--- src/rtl/pipo_load_arb.sv ---
`default_nettype none
// ============================================================================
//  Module   : pipo_load_arb
//  Purpose  : Four-way load arbiter that owns every write into one shared
//             WIDTH-bit PIPO holding register and hands the held word to a
//             single consumer over a valid/ready handshake.  It also keeps a
//             free-running 8-bit count of register loads for debug.
//
//  Ports    : clk       rising-edge clock
//             rst       synchronous, active-high reset
//             req[3:0]  per-lane load request
//             din       packed lanes, lane i = din[i*WIDTH +: WIDTH]
//             gnt[3:0]  one-cycle one-hot pulse marking the captured lane
//             q         held word
//             q_src     index of the lane whose word is in q
//             q_valid   q holds an unconsumed word
//             q_ready   consumer takes q when q_valid & q_ready at an edge
//             load_cnt  number of register loads, wraps 255 -> 0
//
//  Config   : PIPO_LOAD_ARB_RR_EN defined   -> round-robin winner selection
//             PIPO_LOAD_ARB_RR_EN undefined -> fixed priority, lane 0 highest
//
//  Revision : 1.0  initial release
// ============================================================================
module pipo_load_arb #(
   parameter int WIDTH = 4
) (
   input  logic               clk,
   input  logic               rst,
   input  logic [3:0]         req,
   input  logic [4*WIDTH-1:0] din,
   output logic [3:0]         gnt,
   output logic [WIDTH-1:0]   q,
   output logic [1:0]         q_src,
   output logic               q_valid,
   input  logic               q_ready,
   output logic [7:0]         load_cnt
);

   typedef enum logic [0:0] {
      ST_EMPTY = 1'b0,
      ST_FULL  = 1'b1
   } state_t;

   state_t             state_q,    state_d;
   logic [WIDTH-1:0]   data_q,     data_d;
   logic [1:0]         src_q,      src_d;
   logic [3:0]         gnt_q,      gnt_d;
   logic [7:0]         load_cnt_q, load_cnt_d;
`ifdef PIPO_LOAD_ARB_RR_EN
   logic [1:0]         rr_ptr_q,   rr_ptr_d;
`endif

   logic [3:0]         eff_req;
   logic               load;
   logic [1:0]         win;
   logic               win_found;

   // A lane granted in this cycle is still showing the request that was just
   // served; masking it stops the same word being captured twice.
   assign eff_req = req & ~gnt_q;

   // Register can take a new word when it is empty or its word is leaving now.
   assign load = ((state_q == ST_EMPTY) || q_ready) && (eff_req != 4'b0000);

   // ------------------------------------------------------------------
   // Winner selection
   // ------------------------------------------------------------------
`ifdef PIPO_LOAD_ARB_RR_EN
   always_comb begin
      logic [1:0] idx;
      win       = 2'd0;
      win_found = 1'b0;
      idx       = 2'd0;
      // Scan starting at the lane after the previous winner; the 2-bit add
      // wraps naturally modulo four.
      for (int k = 0; k < 4; k++) begin
         idx = rr_ptr_q + 2'(k);
         if (!win_found && eff_req[idx]) begin
            win_found = 1'b1;
            win       = idx;
         end
      end
   end
`else
   always_comb begin
      win       = 2'd0;
      win_found = 1'b0;
      // Walk from lowest priority up so the last hit is the highest priority.
      for (int k = 3; k >= 0; k--) begin
         if (eff_req[k]) begin
            win_found = 1'b1;
            win       = 2'(k);
         end
      end
   end
`endif

   // ------------------------------------------------------------------
   // Next-state and datapath
   // ------------------------------------------------------------------
   always_comb begin
      state_d    = state_q;
      data_d     = data_q;
      src_d      = src_q;
      gnt_d      = 4'b0000;
      load_cnt_d = load_cnt_q;
`ifdef PIPO_LOAD_ARB_RR_EN
      rr_ptr_d   = rr_ptr_q;
`endif
      if (load && win_found) begin
         data_d     = din[win*WIDTH +: WIDTH];
         src_d      = win;
         gnt_d      = 4'b0001 << win;
         load_cnt_d = load_cnt_q + 8'd1;
         state_d    = ST_FULL;
`ifdef PIPO_LOAD_ARB_RR_EN
         rr_ptr_d   = win + 2'd1;
`endif
      end else begin
         case (state_q)
            ST_FULL: begin
               // Word consumed with nothing to replace it: q/q_src keep
               // their last value, only the valid flag drops.
               if (q_ready) begin
                  state_d = ST_EMPTY;
               end
            end
            default: begin
               state_d = ST_EMPTY;
            end
         endcase
      end
   end

   always_ff @(posedge clk) begin
      if (rst) begin
         state_q    <= ST_EMPTY;
         data_q     <= '0;
         src_q      <= 2'd0;
         gnt_q      <= 4'b0000;
         load_cnt_q <= 8'd0;
`ifdef PIPO_LOAD_ARB_RR_EN
         rr_ptr_q   <= 2'd0;
`endif
      end else begin
         state_q    <= state_d;
         data_q     <= data_d;
         src_q      <= src_d;
         gnt_q      <= gnt_d;
         load_cnt_q <= load_cnt_d;
`ifdef PIPO_LOAD_ARB_RR_EN
         rr_ptr_q   <= rr_ptr_d;
`endif
      end
   end

   assign gnt      = gnt_q;
   assign q        = data_q;
   assign q_src    = src_q;
   assign q_valid  = (state_q == ST_FULL);
   assign load_cnt = load_cnt_q;

endmodule
`default_nettype wire

--- config.mk ---
export PLATFORM = sky130hd
export DESIGN_NAME = pipo_load_arb
export DESIGN_NICKNAME = d
export VERILOG_FILES = /design/src/rtl/pipo_load_arb.sv
export SDC_FILE = /design/constraint.sdc
export NUM_CORES = 1
export LEC_CHECK = 0
export ABC_AREA = 1
export CAP_MARGIN = 20
export CORE_ASPECT_RATIO = 0.6
export CORE_MARGIN = 2
export CORE_UTILIZATION = 48
export CTS_CLUSTER_SIZE = 14
export DETAILED_ROUTE_END_ITERATION = 16
export PLACE_DENSITY = 0.91
export SLEW_MARGIN = 25
export SYNTH_ARGS = -nofsm -noshare
export SYNTH_HDL_FRONTEND = slang
export SYNTH_SLANG_ARGS = --single-unit
--- constraint.sdc ---
create_clock -name clk -period 2.6 [get_ports clk]
set_input_delay 0.78 -clock clk [delete_from_list [all_inputs] [get_ports clk]]
set_output_delay 0.78 -clock clk [all_outputs]
set_load 0.05 [all_outputs]
# After elaboration in Yosys (flattened, before gate mapping)
# Cells that the tools add are included.
[totals] word_cells=28 output_inout_bits=19 inputBits=23 register_bits=19
[op_classes] muxes=11 bitwise_logic=4 addsub=1 reduce_logical=5 n_shift=2
[ops] cell="$shiftx 16x5->4" count=1
[ops] cell="$add 8x1->8 const B" count=1
[ops] cell="$mux 2" count=4
[ops] cell="$mux 1" count=7
[ops] cell="$and 4x4->4" count=1
[ops] cell="$not 4->4" count=1
[ops] cell="$reduce_bool 4->1" count=1
[ops] cell="$shl 1x2->4 const A" count=1
[ops] cell="$logic_and 1x1->1" count=2
[ops] cell="$not 1->1" count=2
[ops] cell="$reduce_or 2->1" count=1
[ops] cell="$logic_or 1x1->1" count=1

# Depth between registers and ports, before layout
# Gate-level depths: netlist (run 1).
[logic_depth] word_depth=9 ltp_mapped=11 mapped_depth_nobuf=10

# Worst setup path after synthesis (run 1)
# No wires, ideal clock.
[synth_timing] kind="in2reg" from="input port req[3]" to="register data_q[2] (netlist: q[2])" arrival_time_ps=1484 path_slack_ps=1007 n_path_buf=1 required_time_ps=2491 cell_stages=8 cell_sequence="inv_2 o21ai_2 o21ai_4 inv_4 buf_12 nand3_1 nand2_1 inv_1"
[synth_between] elab_chain_len=6
[synth_rtl] item="from (decl)" line_no="30" source="input logic [3:0] req,"
[synth_rtl] item="$and 4x4->4 *" line_no="61" source="assign eff_req = req & ~gnt_q;"
[synth_rtl] item="$mux 2 or $mux 1 (tied branches) (4 in a row)" line_no="91" source="if (eff_req[k]) begin"
[synth_rtl] item="$shiftx 16x5->4 or $logic_and 1x1->1 (tied branches)" line_no="112, 111"
[synth_rtl] item="to (signal assigned)" line_no="148" source="data_q <= data_d;"
[synth_rtl] item="to (decl)" line_no="46" source="logic [WIDTH-1:0] data_q, data_d;"
# Mark *: on every way between the ends. The rest lies on a longest branch, timed or not.
# A chain may end at the register's enable or synchronous reset.

# Worst setup path after layout (run 1)
[layout_timing] from="register load_cnt_q[4] (netlist: load_cnt[4])" to="output port load_cnt[4]"
[layout_lines] item="from (decl)" line_no="49" source="logic [7:0] load_cnt_q, load_cnt_d;"
[layout_lines] item="from (signal assigned)" line_no="151" source="load_cnt_q <= load_cnt_d;"
[layout_lines] item="to (decl)" line_no="37" source="output logic [7:0] load_cnt"
# No word-level cell between the ends.

==> impl_metrics.ini, run 1 <==
[detailed_routing]
drt-total-wl_um = 2695
drt-vias-per-instance = 4.845
wl_per_cell_um = 11.32
ant_nets = 0
firstDrtPassIters = 4
drt_iter0_drc = 64
drc_errors = 0
via_count = 1153

[power_and_ir_drop]
p_leak_nw = 0.7781
vdd_drop_max_uv = 297.7
p_per_area_nw_per_um2 = 503.9

[timing]
fin_crit_ns = 2.310
fin_skew_ns = 0.002121
tns_ns = 0
slew_violations = 0
slew_headroom_pct = 65.43
setup_viol = 0
max_freq_mhz = 433.0
period_share_pct = 88.83
tightest_slew_ns = 0.5169
hold_viol_final = 0
rsz0062_at_grt = false

[cts]
tritoncts = yes
cts_buffer_depth = 2
cts_max_level = 1
cts_root_buf = clkbuf_8
ctsResizeCount = 0
cts_made_buffers = 3
clock_sinks = 19
cts_setup_buffers = 0
clkTransAtPathRegs_ns = 0.07
clk_latency_ns = 0.25
cts_hold_buf = 0

[layout]
drive_gt1_share_pct = 16.35
utilization_pct = 72.66
postLayoutCellArea_um2 = 1643
n_fill_cell = 189
syn_to_final_growth_pct = 37.78
diodes = 0
finalNetCount = 233

[yosys]
synth_top_area_share_pct = 31.90
synth_commonest_cells = inv_1 (35), nand2_1 (27), nand3_1 (22)
syn_area_um2 = 1192
yosysWarnings = 0
ys_ff_latch = 19
synth_fp_nets = 190
synthArstFlopShare_pct = 0
netlist_instances = 166
synth_flop_cell = dfxtp_1
synth-edff-count = 0
synth_area_per_cell_um2 = 7.183
synth_area_leaders = dfxtp_1 (32%), inv_1 (11%), nand3_1 (9.2%)
synth_seq_area_share_pct = 31.90
ys_types = 27
synth_area_leader_cell = dfxtp_1
yosysMostFrequentCell = inv_1

[floorplanning]
start_util_pct = 52.74
die_y_um = 42.61
dieArea_um2 = 2912
core_area_um2 = 2261
fp-row-count = 13
dieWidth_um = 68.35
floorplan.io_pins = 42

[setup_path]
critPathKind = flip-flop to output pin
timing.rr.end = load_cnt[6]
cp.arrival_ns = 1.53
crit_path_top_delay_cell = clkdlybuf4s50_1
r2r_cells = 6
cp.required_ns = 1.82
startpoint_type = flip-flop
r2r_start = load_cnt[0]
ff2ff_setup_slack_ns = 1.18
cp-end-kind = output pin
crit_family = buffers and inverters
crit_chain = clkdlybuf4s50_1
cp_max_fo = 6
cpPeakStageDelay_ns = 0.84
path_buf_inv = 1

[placement]
io_buffers = 41
place_hpwl_um = 2176
routabilityCongestion = 0.7703
post_dp_cell_area_um2 = 1597

[global_route]
grt_max_degree = 20
grt_use_total_pct = 20.43
antenna_found_initial = 0
grt_pass1_wl_um = 4547
first_global_vias = 1068
grt-ovfl-total = 0

[worst_hold_path]
hold_depth = 2
hold_start = q_src[1]
hold_class = flip-flop to flip-flop
hold_end = q_src[1]

[run]
cap_violations = 0

[status]
status = complete, no violations
## cells in the final DEF, fill, tap and decap left out, drive strengths merged
master         synthesis  layout
ha                     1       1
inv                   38      38
clkinv                 1       2
nand2                 38      38
o21ai                  8       8
clkdlybuf4s50          0      41
xor2                   2       2
buf                    4       2
nor3                   4       4
nand4                  1       1
nand3                 25      25
nor2                  16      16
a21oi                  8       8
clkbuf                 1       3
dfxtp                 19      19
## sequential cells by signal (all words and copies together), names as in the netlist
| register | flops |
|---|---|
| q_src | 2 |
| q | 4 |
| gnt | 4 |
| load_cnt | 8 |
| q_valid | 1 |
## per-layer routing
metal,up-vias,track usage [%],part of all wire [%]
met5,-,0,0
met3,0,4.839,7.4
li1,592,-,-
met1,515,27.99,48
met4,0,4.400,0
met2,46,32.43,45
## worst max path at each step
stage,startpoint,endpoint,slack [ns],depth (start not counted)
after global routing,load_cnt[4],load_cnt[4],0.21,1
after CTS,load_cnt[4],load_cnt[4],0.28,1
final,load_cnt[4],load_cnt[4],0.29,1
after global placement,req[3],load_cnt[5],0.41,8
after floorplan,req[3],q[2],1.01,8
after detailed placement,req[3],load_cnt[5],0.35,8
## through the flow
stage / setup WS, ns / std cells / power, mW / hold WS [ns]
floorplan: 1.007 / 166 / 0.5401 / 0.6968
global placement: 0.4098 / 234 / 0.6167 / 0.4639
detailed placement: 0.3482 / 234 / 0.6258 / 0.4693
CTS: 0.2844 / 238 / 0.8311 / 0.4812
global route: 0.2063 / 238 / 0.8723 / 0.5235
finish: 0.2903 / 238 / 0.8279 / 0.4790
## layout make-up
| cell class | count | area, µm² | area share, % |
|---|---|---|---|
| Multi-Input combinational cell | 103 | 603.1 | 36.71 |
| Sequential cell | 19 | 380.4 | 23.15 |
| Inverter | 39 | 150.1 | 9.139 |
| Timing Repair Buffer | 43 | 425.4 | 25.89 |
| Clock buffer | 3 | 41.29 | 2.513 |
| Tap cell | 30 | 37.54 | 2.285 |
| Clock inverter | 1 | 5.005 | 0.3046 |
## kinds of logic after synthesis
kind of cell	count (synthesis)	share of synthesized area (%)
fa+ha+maj	1	1.049
compound gates	16	9.863
flops	19	31.90
xor+xnor	2	1.469
simple gates	84	38.20
buf+inv	44	17.52
## power breakdown
| group | total [mW] | switching, mW | internal (mW) |
|---|---|---|---|
| sequential | 0.327 | 0.0142 | 0.313 |
| clock | 0.208 | 0.101 | 0.106 |
| combinational | 0.293 | 0.185 | 0.108 |
| total | 0.828 | 0.300 | 0.528 |
(Power assumes the default switching activity.)
==> run 2, diff against run 1 <==
--- a/config.mk
+++ b/config.mk
@@ -6,13 +6,12 @@
 export NUM_CORES = 1
 export LEC_CHECK = 0
 export ABC_AREA = 1
-export CAP_MARGIN = 20
 export CORE_ASPECT_RATIO = 0.6
 export CORE_MARGIN = 2
 export CORE_UTILIZATION = 48
 export CTS_CLUSTER_SIZE = 14
 export DETAILED_ROUTE_END_ITERATION = 16
-export PLACE_DENSITY = 0.91
+export PLACE_DENSITY = 0.87
 export SLEW_MARGIN = 25
 export SYNTH_ARGS = -nofsm -noshare
 export SYNTH_HDL_FRONTEND = slang
==> run 2 against run 1 <==
  * Clock skew fell by 0.0012 ns
  * Sequential power barely moved
  * Non-clock buffer count did not move
  * Design area did not move
  * Total power fell by 0.38%
  * Via count rose by 1.3%
  * Core utilization did not move
  * Register-to-register slack got worse by 0.02 ns
  * Hold slack improved by 0.0077 ns
==> impl_metrics.ini, run 2 (synthesis gave the netlist of run 1 again) <==
[layout]
final_common_cell = clkdlybuf4s50_1
multi_input_area_um2 = 603.1
finalNetCount = 233
seqCellArea_um2 = 380.4
fin_cells = 238
drive_gt1_share_pct = 16.35
n_fill_cell = 171
mostFrequentLayoutCells = clkdlybuf4s50_1 (41), inv_1 (35), nand2_1 (27)
diodes = 0
largest_reg_flops = 8
syn_to_final_growth_pct = 37.78

[placement]
placed_cells = 234
io_buffers = 41
routabilityCongestion = 0.8202
place_hpwl_um = 2197

[floorplanning]
core_area_um2 = 2261
fp-row-count = 13
dieArea_um2 = 2912
floorplan.io_pins = 42
start_util_pct = 52.74
die_y_um = 42.61
dieWidth_um = 68.35

[cts]
cts_made_buffers = 3
cts_setup_buffers = 0
cts_root_buf = clkbuf_8
tritoncts = yes
cts_hold_buf = 0
clkTransAtPathRegs_ns = 0.07
clk_latency_ns = 0.25
cts_max_level = 1
ctsResizeCount = 0
cts_buffer_depth = 2
clock_sinks = 19

[setup_path]
startpoint_type = flip-flop
cp_max_fo = 6
cp-end-kind = output pin
cp.required_ns = 1.82
r2r_cells = 6
crit_path_top_delay_cell = clkdlybuf4s50_1
critPathKind = flip-flop to output pin
timing.rr.end = load_cnt[5]
path_buf_inv = 1
crit_family = buffers and inverters
crit_chain = clkdlybuf4s50_1
cpPeakStageDelay_ns = 0.85
ff2ff_setup_slack_ns = 1.16
cp.arrival_ns = 1.53
r2r_start = gnt[3]

[power_and_ir_drop]
vdd_drop_max_uv = 497.8
p_per_area_nw_per_um2 = 502.0
p_leak_nw = 0.7781

[timing]
slew_headroom_pct = 66.43
hold_viol_final = 0
period_share_pct = 88.72
fin_crit_ns = 2.307
rsz0062_at_grt = false
slew_violations = 0
max_freq_mhz = 433.5
tns_ns = 0
tightest_slew_ns = 0.5019
setup_viol = 0
fin_skew_ns = 0.0008926

[detailed_routing]
drc_errors = 0
ant_nets = 0
drt-vias-per-instance = 4.908
firstDrtPassIters = 4
drt-total-wl_um = 2777
wl_per_cell_um = 11.67
drt_iter0_drc = 63
via_count = 1168

[run]
cap_violations = 0

[worst_hold_path]
hold_class = flip-flop to flip-flop
hold_depth = 2
hold_start = q_src[1]
hold_end = q_src[1]

[global_route]
grt_pass1_wl_um = 4698
grt_use_total_pct = 21.25
grt-ovfl-total = 0
antenna_found_initial = 0
first_global_vias = 1047
grt_max_degree = 20

[status]
status = complete, no violations
run 2: cell counts in the layout (fill, tap and decap cells not counted):
No cell type changed its count.
run 2: layer usage:
metal	global-route usage, %	part of all wire (%)	vias up	routed length, µm
met2	35.15	46	50	1276
met3	4.839	6.3	2	174
li1	-	-	590	-
met5	0	0	-	0
met4	2.400	0.58	0	16
met1	28.87	47	526	1310
run 2: power breakdown:
group	leakage [nW]	total [mW]	switching, mW	internal [mW]
logic	0.597	0.294	0.186	0.108
clock network	0.0255	0.203	0.0970	0.106
registers	0.156	0.327	0.0142	0.313
run 2: final cells by class:
| cell class | instances | share of cell area, % |
|---|---|---|
| Clock buffer | 3 | 2.513 |
| Sequential cell | 19 | 23.15 |
| Tap cell | 30 | 2.285 |
| Inverter | 39 | 9.139 |
| Multi-Input combinational cell | 103 | 36.71 |
| Clock inverter | 1 | 0.3046 |
| Timing Repair Buffer | 43 | 25.89 |
run 2: how the worst max path moves through the flow:
stage                              to   startpoint  cells past startpoint
final                     load_cnt[4]  load_cnt[4]                      1
after global routing      load_cnt[4]  load_cnt[4]                      1
after CTS                 load_cnt[4]  load_cnt[4]                      1
after detailed placement  load_cnt[5]       req[3]                      8
after global placement    load_cnt[5]       req[3]                      8
after floorplan                  q[2]       req[3]                      8
run 2: stage by stage:
stage                     hold slack, ns  worst slack, ns  power [mW]  cell area [µm²]  util, %
after floorplan                   0.6968            1.007      0.5401             1192        -
after global placement            0.4653           0.4151      0.6192             1597    70.61
after detailed placement          0.4798           0.3052      0.6266             1597    70.61
after CTS                         0.4900           0.2832      0.8282             1643    72.66
after global routing              0.5057           0.2457      0.8738             1643    72.66
final                             0.4868           0.2933      0.8247             1643    72.66
